### src/rtl/seg7_pkg.sv
// Shared constants for the seven-segment scan driver.
//   - Segment bit positions inside the 7-bit {g,f,e,d,c,b,a} pattern word.
//   - Active-high patterns for digits 0..9 and a dash shown for non-BCD nibbles.
//   - NUM_DIGITS: number of multiplexed digits on the display.
//   - phase_t: where the scanner is within a digit slot (exposed for debug).
package seg7_pkg;

    localparam int NUM_DIGITS = 4;

    localparam int SEG_A = 0;
    localparam int SEG_B = 1;
    localparam int SEG_C = 2;
    localparam int SEG_D = 3;
    localparam int SEG_E = 4;
    localparam int SEG_F = 5;
    localparam int SEG_G = 6;

    localparam logic [6:0] SEG_0 = 7'((1 << SEG_A) | (1 << SEG_B) | (1 << SEG_C) | (1 << SEG_D)
                                    | (1 << SEG_E) | (1 << SEG_F));
    localparam logic [6:0] SEG_1 = 7'((1 << SEG_B) | (1 << SEG_C));
    localparam logic [6:0] SEG_2 = 7'((1 << SEG_A) | (1 << SEG_B) | (1 << SEG_D) | (1 << SEG_E)
                                    | (1 << SEG_G));
    localparam logic [6:0] SEG_3 = 7'((1 << SEG_A) | (1 << SEG_B) | (1 << SEG_C) | (1 << SEG_D)
                                    | (1 << SEG_G));
    localparam logic [6:0] SEG_4 = 7'((1 << SEG_B) | (1 << SEG_C) | (1 << SEG_F) | (1 << SEG_G));
    localparam logic [6:0] SEG_5 = 7'((1 << SEG_A) | (1 << SEG_C) | (1 << SEG_D) | (1 << SEG_F)
                                    | (1 << SEG_G));
    localparam logic [6:0] SEG_6 = 7'((1 << SEG_A) | (1 << SEG_C) | (1 << SEG_D) | (1 << SEG_E)
                                    | (1 << SEG_F) | (1 << SEG_G));
    localparam logic [6:0] SEG_7 = 7'((1 << SEG_A) | (1 << SEG_B) | (1 << SEG_C));
    localparam logic [6:0] SEG_8 = 7'h7F;
    localparam logic [6:0] SEG_9 = 7'((1 << SEG_A) | (1 << SEG_B) | (1 << SEG_C) | (1 << SEG_D)
                                    | (1 << SEG_F) | (1 << SEG_G));
    localparam logic [6:0] SEG_DASH = 7'(1 << SEG_G);

    typedef enum logic [1:0] {
        PH_OFF  = 2'd0,  // scanning disabled
        PH_DEAD = 2'd1,  // start of slot, all digits off
        PH_ON   = 2'd2   // selected digit driven
    } phase_t;

endpackage

### src/rtl/seg7_scan_driver_if.sv
// Value-update channel of the seven-segment scan driver.
//   value_i        16  four BCD digits, [3:0] is digit 0
//   value_valid_i   1  source offers value_i
//   value_ready_o   1  driver can take a value
// Handshake: a transfer happens on a rising clock edge where valid and ready
// are both high. The source holds value_i stable while valid is high; ready
// may be low for many cycles and valid is simply ignored while it is.
interface seg7_scan_driver_if;
    logic [15:0] value_i;
    logic        value_valid_i;
    logic        value_ready_o;

    modport master (output value_i, output value_valid_i, input value_ready_o);
    modport slave  (input value_i, input value_valid_i, output value_ready_o);
endinterface

### src/rtl/seg7_decode.sv
// Combinational nibble to seven-segment pattern decoder.
//   nibble  in   4  digit value
//   seg     out  7  {g,f,e,d,c,b,a}, active high; A..F show a dash
module seg7_decode
    import seg7_pkg::*;
(
    input  logic [3:0] nibble,
    output logic [6:0] seg
);

    always_comb begin
        seg = SEG_DASH;
        case (nibble)
            4'd0: seg = SEG_0;
            4'd1: seg = SEG_1;
            4'd2: seg = SEG_2;
            4'd3: seg = SEG_3;
            4'd4: seg = SEG_4;
            4'd5: seg = SEG_5;
            4'd6: seg = SEG_6;
            4'd7: seg = SEG_7;
            4'd8: seg = SEG_8;
            4'd9: seg = SEG_9;
            default: seg = SEG_DASH;
        endcase
    end

endmodule

### src/rtl/seg7_scan_driver.sv
// Time-multiplexed driver for a 4-digit common-cathode seven-segment display.
// A new value is taken through a valid/ready channel into a pending buffer and
// only copied to the display register at a frame boundary (or at once while
// scanning is disabled). Each digit slot lasts CLK_DIV cycles, the first
// DEAD_CYCLES of which keep every digit off to avoid ghosting.
//   wb_clk_i     in   1  clock
//   wb_rst_n     in   1  asynchronous active-low reset
//   enable_i     in   1  scan enable; low blanks the display
//   blank_lz_i   in   1  leading-zero suppression
//   value_if     slave   value channel (value_i / value_valid_i / value_ready_o)
//   seven_seg    out  7  registered segment pattern {g,f,e,d,c,b,a}
//   digit_en     out  4  registered one-hot digit select
//   frame_o      out  1  pulse in the last cycle of the digit-3 slot
//   dbg_phase    out  2  current slot phase, for observation only
module seg7_scan_driver
    import seg7_pkg::*;
#(
    parameter int CLK_DIV     = 2500,
    parameter int DEAD_CYCLES = 16
) (
    input  logic                  wb_clk_i,
    input  logic                  wb_rst_n,
    input  logic                  enable_i,
    input  logic                  blank_lz_i,
    seg7_scan_driver_if.slave     value_if,
    output logic [6:0]            seven_seg,
    output logic [NUM_DIGITS-1:0] digit_en,
    output logic                  frame_o,
    output phase_t                dbg_phase
);

    localparam int PW = (CLK_DIV > 1) ? $clog2(CLK_DIV) : 1;
    localparam logic [PW-1:0] PCNT_LAST = PW'(CLK_DIV - 1);
    localparam logic [PW-1:0] DEAD_LEN  = PW'(DEAD_CYCLES);

    logic [PW-1:0]           pcnt_q, pcnt_d;
    logic [1:0]              idx_q, idx_d;
    logic [15:0]             display_q;
    logic [15:0]             pending_q;
    logic                    pending_full_q;
    logic [6:0]              seg_d;
    logic [NUM_DIGITS-1:0]   en_d;
    logic [NUM_DIGITS-1:0]   blank;
    logic [3:0]              nibble;
    logic [6:0]              dec_seg;
    logic                    boundary;
    logic                    accept;
    logic                    xfer;
    phase_t                  phase;

    assign nibble = display_q[{idx_q, 2'b00} +: 4];

    seg7_decode u_decode (
        .nibble (nibble),
        .seg    (dec_seg)
    );

    // A digit is suppressed when it and every digit above it are zero; the
    // chain starts at digit 3 and digit 0 always shows.
    always_comb begin
        blank    = '0;
        blank[3] = blank_lz_i && (display_q[15:12] == 4'd0);
        blank[2] = blank[3] && (display_q[11:8] == 4'd0);
        blank[1] = blank[2] && (display_q[7:4] == 4'd0);
    end

    assign boundary = enable_i && (pcnt_q == PCNT_LAST) && (idx_q == 2'd3);
    assign accept   = value_if.value_valid_i && !pending_full_q;
    // While disabled every cycle acts as a boundary so updates still land.
    assign xfer     = pending_full_q && (boundary || !enable_i);

    assign value_if.value_ready_o = !pending_full_q;
    assign frame_o   = boundary;
    assign dbg_phase = phase;

    // Next scan position and the output pattern for the current position;
    // the pattern is registered, so outputs lag pcnt/idx by one cycle.
    always_comb begin
        pcnt_d = pcnt_q;
        idx_d  = idx_q;
        phase  = PH_OFF;
        seg_d  = '0;
        en_d   = '0;
        if (!enable_i) begin
            pcnt_d = '0;
            idx_d  = '0;
        end else begin
            if (pcnt_q == PCNT_LAST) begin
                pcnt_d = '0;
                idx_d  = 2'(idx_q + 2'd1);
            end else begin
                pcnt_d = PW'(pcnt_q + 1'b1);
            end
            if (pcnt_q < DEAD_LEN) begin
                phase = PH_DEAD;
            end else begin
                phase = PH_ON;
                en_d  = NUM_DIGITS'(1) << idx_q;
                seg_d = blank[idx_q] ? 7'd0 : dec_seg;
            end
        end
    end

    always_ff @(posedge wb_clk_i or negedge wb_rst_n) begin
        if (!wb_rst_n) begin
            pcnt_q         <= '0;
            idx_q          <= '0;
            seven_seg      <= '0;
            digit_en       <= '0;
            display_q      <= '0;
            pending_q      <= '0;
            pending_full_q <= 1'b0;
        end else begin
            pcnt_q    <= pcnt_d;
            idx_q     <= idx_d;
            seven_seg <= seg_d;
            digit_en  <= en_d;
            if (accept) begin
                pending_q      <= value_if.value_i;
                pending_full_q <= 1'b1;
            end else if (xfer) begin
                display_q      <= pending_q;
                pending_full_q <= 1'b0;
            end
        end
    end

endmodule

### src/flat_wrapper.sv
// flat-port wrapper written by rule: the top's interface ports become plain ports
module seg7_scan_driver_flat import seg7_pkg::*;
#(
    parameter int CLK_DIV     = 2500,
    parameter int DEAD_CYCLES = 16
)
  (wb_clk_i, wb_rst_n, enable_i, blank_lz_i, seven_seg, digit_en, frame_o, dbg_phase, value_if_value_i, value_if_value_valid_i, value_if_value_ready_o);
  seg7_scan_driver_if value_if_i ();
  input  logic wb_clk_i;
  input  logic wb_rst_n;
  input  logic enable_i;
  input  logic blank_lz_i;
  output logic [6:0] seven_seg;
  output logic [NUM_DIGITS-1:0] digit_en;
  output logic frame_o;
  output phase_t dbg_phase;
  input wire logic [$bits(value_if_i.value_i)-1:0] value_if_value_i;
  input wire logic [$bits(value_if_i.value_valid_i)-1:0] value_if_value_valid_i;
  output wire logic [$bits(value_if_i.value_ready_o)-1:0] value_if_value_ready_o;
  assign value_if_i.value_i = value_if_value_i;
  assign value_if_i.value_valid_i = value_if_value_valid_i;
  assign value_if_value_ready_o = value_if_i.value_ready_o;
  seg7_scan_driver #(.CLK_DIV(CLK_DIV), .DEAD_CYCLES(DEAD_CYCLES)) u_core (.wb_clk_i(wb_clk_i), .wb_rst_n(wb_rst_n), .enable_i(enable_i), .blank_lz_i(blank_lz_i), .value_if(value_if_i), .seven_seg(seven_seg), .digit_en(digit_en), .frame_o(frame_o), .dbg_phase(dbg_phase));
endmodule
### config.mk
export PLATFORM = sky130hd
export DESIGN_NAME = seg7_scan_driver_flat
export DESIGN_NICKNAME = d
export VERILOG_FILES = /design/src/rtl/seg7_pkg.sv /design/src/rtl/seg7_scan_driver_if.sv /design/src/rtl/seg7_decode.sv /design/src/rtl/seg7_scan_driver.sv /design/src/flat_wrapper.sv
export SDC_FILE = /design/constraint.sdc
export NUM_CORES = 1
export LEC_CHECK = 0
export ABC_AREA = 1
export CORE_MARGIN = 2
export CORE_UTILIZATION = 46
export CTS_BUF_LIST = sky130_fd_sc_hd__clkbuf_4 sky130_fd_sc_hd__clkbuf_8
export DETAILED_ROUTE_END_ITERATION = 10
export GPL_TIMING_DRIVEN = 0
export PLACE_DENSITY_LB_ADDON = 0.3
export SYNTH_ARGS = -nofsm -noshare
export SYNTH_HDL_FRONTEND = slang
export SYNTH_SLANG_ARGS = --single-unit
### constraint.sdc
create_clock -name wb_clk_i -period 1.9 [get_ports wb_clk_i]
set_input_delay 0.19 -clock wb_clk_i [delete_from_list [all_inputs] [get_ports wb_clk_i]]
set_output_delay 0.19 -clock wb_clk_i [all_outputs]
set_load 0.01 [all_outputs]
==> results.json <==
{
  "number_of_global_route_vias_before_repair": 2104,
  "worst_pin_slew_ns": 0.4073,
  "power.leakage_nw": 1.682,
  "number_of_clock_sinks_seen_by_cts": 58,
  "synth_nets": 337,
  "core_area_um2": 5886,
  "p_per_area_nw_per_um2": 1031,
  "final_net_count": 392,
  "buffer_ports.inserted": 35,
  "crit_path_setup_slack_layout_ns": 0.1126,
  "crit_arrival_ns": 2.02,
  "antenna_violating_nets_post_route": 0,
  "crit_path_end_kind": "flop",
  "synth_async_sr_flop_share": 1.000,
  "layout-drive-gt1-share": 0.1885,
  "cts_made_buffers": 9,
  "path_clk_slew_ns": 0.06,
  "grt_first_pass_wirelength_um": 9039,
  "post_synth_edffs": 0,
  "skew_ns": 0.005957,
  "routabilityCongestion": 0.9520,
  "critical_path.max_fanout": 10,
  "chipWidth_um": 81.67,
  "clockBufferDepth": 2,
  "period_share": 0.9408,
  "cp-start-kind": "flop",
  "finalSetupViolCount": 0,
  "clock_insertion_delay_worst_skew_ns": 0.34,
  "syn_to_final_growth_pct": 28.27,
  "track_usage": 0.1832,
  "comb_power_share": 0.210,
  "family_with_the_most_delay_on_the_worst_path": "buffers and inverters",
  "drcViolationCount": 0,
  "crit_path_max_incr_delay_ns": 0.40,
  "grt_overflow": 0,
  "io-pin-count": 36,
  "post-place-cells": 417,
  "placement.setup.worst_slack_ns": -0.1905,
  "antenna_cells": 0,
  "vias_per_cell": 4.934,
  "cp_cell_sequence": "buf_6, inv_2, buf_6, nand2_1, a32oi_2, inv_2, ha_1, inv_1, nor2_2, nor2_1, nor2_1",
  "synth.avg_cell_area_um2": 9.069,
  "cts_tree": "done",
  "instances_no_fill": 441,
  "ys_seq_elements": 58,
  "cts_root_buffer": "sky130_fd_sc_hd__clkbuf_8",
  "rows": 28,
  "run_status": "complete, no violations",
  "worstPathRequired_ns": 2.13,
  "synthCells": 306,
  "floorplan.initialDensity": 0.4715,
  "grt_start_max_net_pins": 42,
  "timing.max_cap.violations": 0,
  "seqPwrFrac": 0.429,
  "irDropWorstVdd_mv": 0.6913,
  "clock_power_share": 0.361,
  "grt_antenna_before_repair": 0,
  "first_iter_violations": 70,
  "drt_wl_total_um": 5116,
  "worst-setup-path-type": "flop to flop",
  "dominantRegCellSynth": "sky130_fd_sc_hd__dfrtp_1",
  "hold_path_class": "primary input to async pin",
  "final-hold-violation-count": 0,
  "timing.final.max_slew_violations": 0,
  "yosys_warnings": 0,
  "wl_per_cell_um": 11.60,
  "timing.final.crit_period_ns": 1.787,
  "die_height_um": 81.67,
  "detailed_routing_iterations_pass_1": 4,
  "detailed_place_hpwl_um": 3654,
  "timing.critical_path.buf_inv": 5,
  "synthesis.area_um2": 2775,
  "distinct_cell_type_count_of_the_synthesized_netlist": 30,
  "htreeDepth": 3,
  "floorplan.die_area_um2": 6670,
  "power_switching_share": 0.2812,
  "slowest_stage": "sky130_fd_sc_hd__dfrtp_1",
  "synth_sequential_area_ratio": 0.5230,
  "num_vias": 2176,
  "cell_internal_pwr_w": 0.002638,
  "max_clock_freq_mhz": 559.5,
  "total_switching_power_w": 0.001032,
  "maxSlewHeadroom": 0.7285
}
-- routing by layer --
metal	part of all wire	track usage	vias to the layer above
li1	-	-	1105
met5	0	0	-
met3	0.050	0.05934	8
met1	0.45	0.2097	1014
met2	0.48	0.3016	49
met4	0.020	0.1050	0
-- power by group through the flow --
stage | Sequential [W] | Clock (W) | Combinational [W]
6_report | 0.00157 | 0.00133 | 0.000770
5_1_grt | 0.00160 | 0.00140 | 0.000902
4_1_cts | 0.00157 | 0.00135 | 0.000743
3_5_place_dp | 0.00159 | 0 | 0.000707
3_3_place_gp | 0.00159 | 0 | 0.000677
2_1_floorplan | 0.00155 | 0 | 0.000529
-- cells in the mapped netlist (3+ instances only) --
master,number,area (um2)
sky130_fd_sc_hd__nor3_1,10,50.05
sky130_fd_sc_hd__mux2_2,16,180.2
sky130_fd_sc_hd__a21oi_1,5,25.02
sky130_fd_sc_hd__buf_2,3,15.01
sky130_fd_sc_hd__nand4_1,4,25.02
sky130_fd_sc_hd__ha_1,10,125.1
sky130_fd_sc_hd__inv_2,3,11.26
sky130_fd_sc_hd__buf_4,3,22.52
sky130_fd_sc_hd__nor2_1,38,142.6
sky130_fd_sc_hd__dfrtp_1,58,1451
sky130_fd_sc_hd__nand2_1,75,281.5
sky130_fd_sc_hd__inv_1,22,82.58
sky130_fd_sc_hd__nand3_1,28,140.1
sky130_fd_sc_hd__nor3b_1,4,30.03
sky130_fd_sc_hd__o21ai_0,10,50.05
-- placed cells by master (no fill, tap or decap), types with 2 or more instances in the layout --
cell | synthesis | final
sky130_fd_sc_hd__nor3b_1 | 4 | 4
sky130_fd_sc_hd__nand4_1 | 4 | 4
sky130_fd_sc_hd__ha_1 | 10 | 10
sky130_fd_sc_hd__clkdlybuf4s50_1 | 0 | 31
sky130_fd_sc_hd__nor2_2 | 1 | 3
sky130_fd_sc_hd__inv_2 | 3 | 4
sky130_fd_sc_hd__nor3_1 | 10 | 10
sky130_fd_sc_hd__clkinv_2 | 0 | 2
sky130_fd_sc_hd__mux2_2 | 16 | 16
sky130_fd_sc_hd__nor2_1 | 38 | 35
sky130_fd_sc_hd__clkbuf_8 | 0 | 12
sky130_fd_sc_hd__dlygate4sd2_1 | 0 | 2
sky130_fd_sc_hd__buf_4 | 3 | 10
sky130_fd_sc_hd__nand2_1 | 75 | 74
sky130_fd_sc_hd__bufinv_16 | 0 | 2
sky130_fd_sc_hd__nand3_1 | 28 | 28
sky130_fd_sc_hd__buf_6 | 2 | 3
sky130_fd_sc_hd__o21ai_1 | 0 | 2
sky130_fd_sc_hd__a21oi_1 | 5 | 5
sky130_fd_sc_hd__inv_1 | 22 | 21
sky130_fd_sc_hd__buf_2 | 3 | 4
sky130_fd_sc_hd__nand2_2 | 2 | 3
sky130_fd_sc_hd__dfrtp_1 | 58 | 57
sky130_fd_sc_hd__o21ai_0 | 10 | 8
-- cell families after synthesis --
logic type	count (synthesis)	synth area share
adders and majority gates	10	0.04509
buffers and inverters	35	0.05816
DFF	58	0.5230
and+or+nand+nor	167	0.2629
AOI/OAI and AO/OA	19	0.04283
xor gates and xnor gates	1	0.003157
muxes	16	0.06492
-- layout make-up --
class / count / area [um2]
sequential: 58 / 1453
timing repair buffer: 45 / 427.9
inverter: 26 / 98.84
clock buffer: 12 / 165.2
buffer: 8 / 63.81
fill: 545 / 2326
tap: 75 / 93.84
clock inverter: 4 / 72.57
multi-input combinational: 213 / 1185
-- through the flow --
step / hold slack, ns / utilization / cell area (um2) / power (W) / setup TNS [ns]
finish: 0.3058 / 0.6048 / 3560 / 0.003670 / 0
global route: 0.3480 / 0.6048 / 3560 / 0.003906 / -0.009697
CTS: 0.3038 / 0.5986 / 3523 / 0.003667 / 0
detailed placement: 0.1430 / 0.5495 / 3234 / 0.002302 / -0.6518
global placement: 0.4517 / 0.5470 / 3219 / 0.002268 / -63.71
floorplan: -0.1056 / - / 2775 / 0.002079 / 0
-- state kept, by name (all words and copies together), names as in the netlist --
| register | flops |
|---|---|
| u_core.pending_q | 16 |
| u_core.pcnt_q | 12 |
| u_core.display_q | 16 |
| u_core.pending_full_q | 1 |
| u_core.idx_q | 2 |
| u_core.digit_en | 4 |
| u_core.seven_seg | 7 |
-- repair_timing --
action,4_1_cts,5_1_grt
hold buffers,1,0
cloned,0,0
setup buffers,4,4
setup endpoints to repair,6,6
endpoints found under the hold margin,17,0
pin swaps,3,1
resized for setup,9,8
-- worst paths after layout --
kind,endpoint,slack [ns],from,depth (start not counted)
max,u_core.seven_seg[3],0.11,u_core.idx_q[0],11
min,u_core.pcnt_q[8],0.31,wb_rst_n,2
max reg2reg,u_core.seven_seg[3],0.11,u_core.idx_q[0],11
min reg2reg,u_core.pcnt_q[0],0.46,u_core.pcnt_q[0],1
max in group asynchronous,u_core.pending_q[12],1.06,wb_rst_n,3
min in group wb_clk_i,u_core.pending_q[0],0.45,value_if_value_i[0],2
Note: power is estimated with default switching activity, not from simulation.
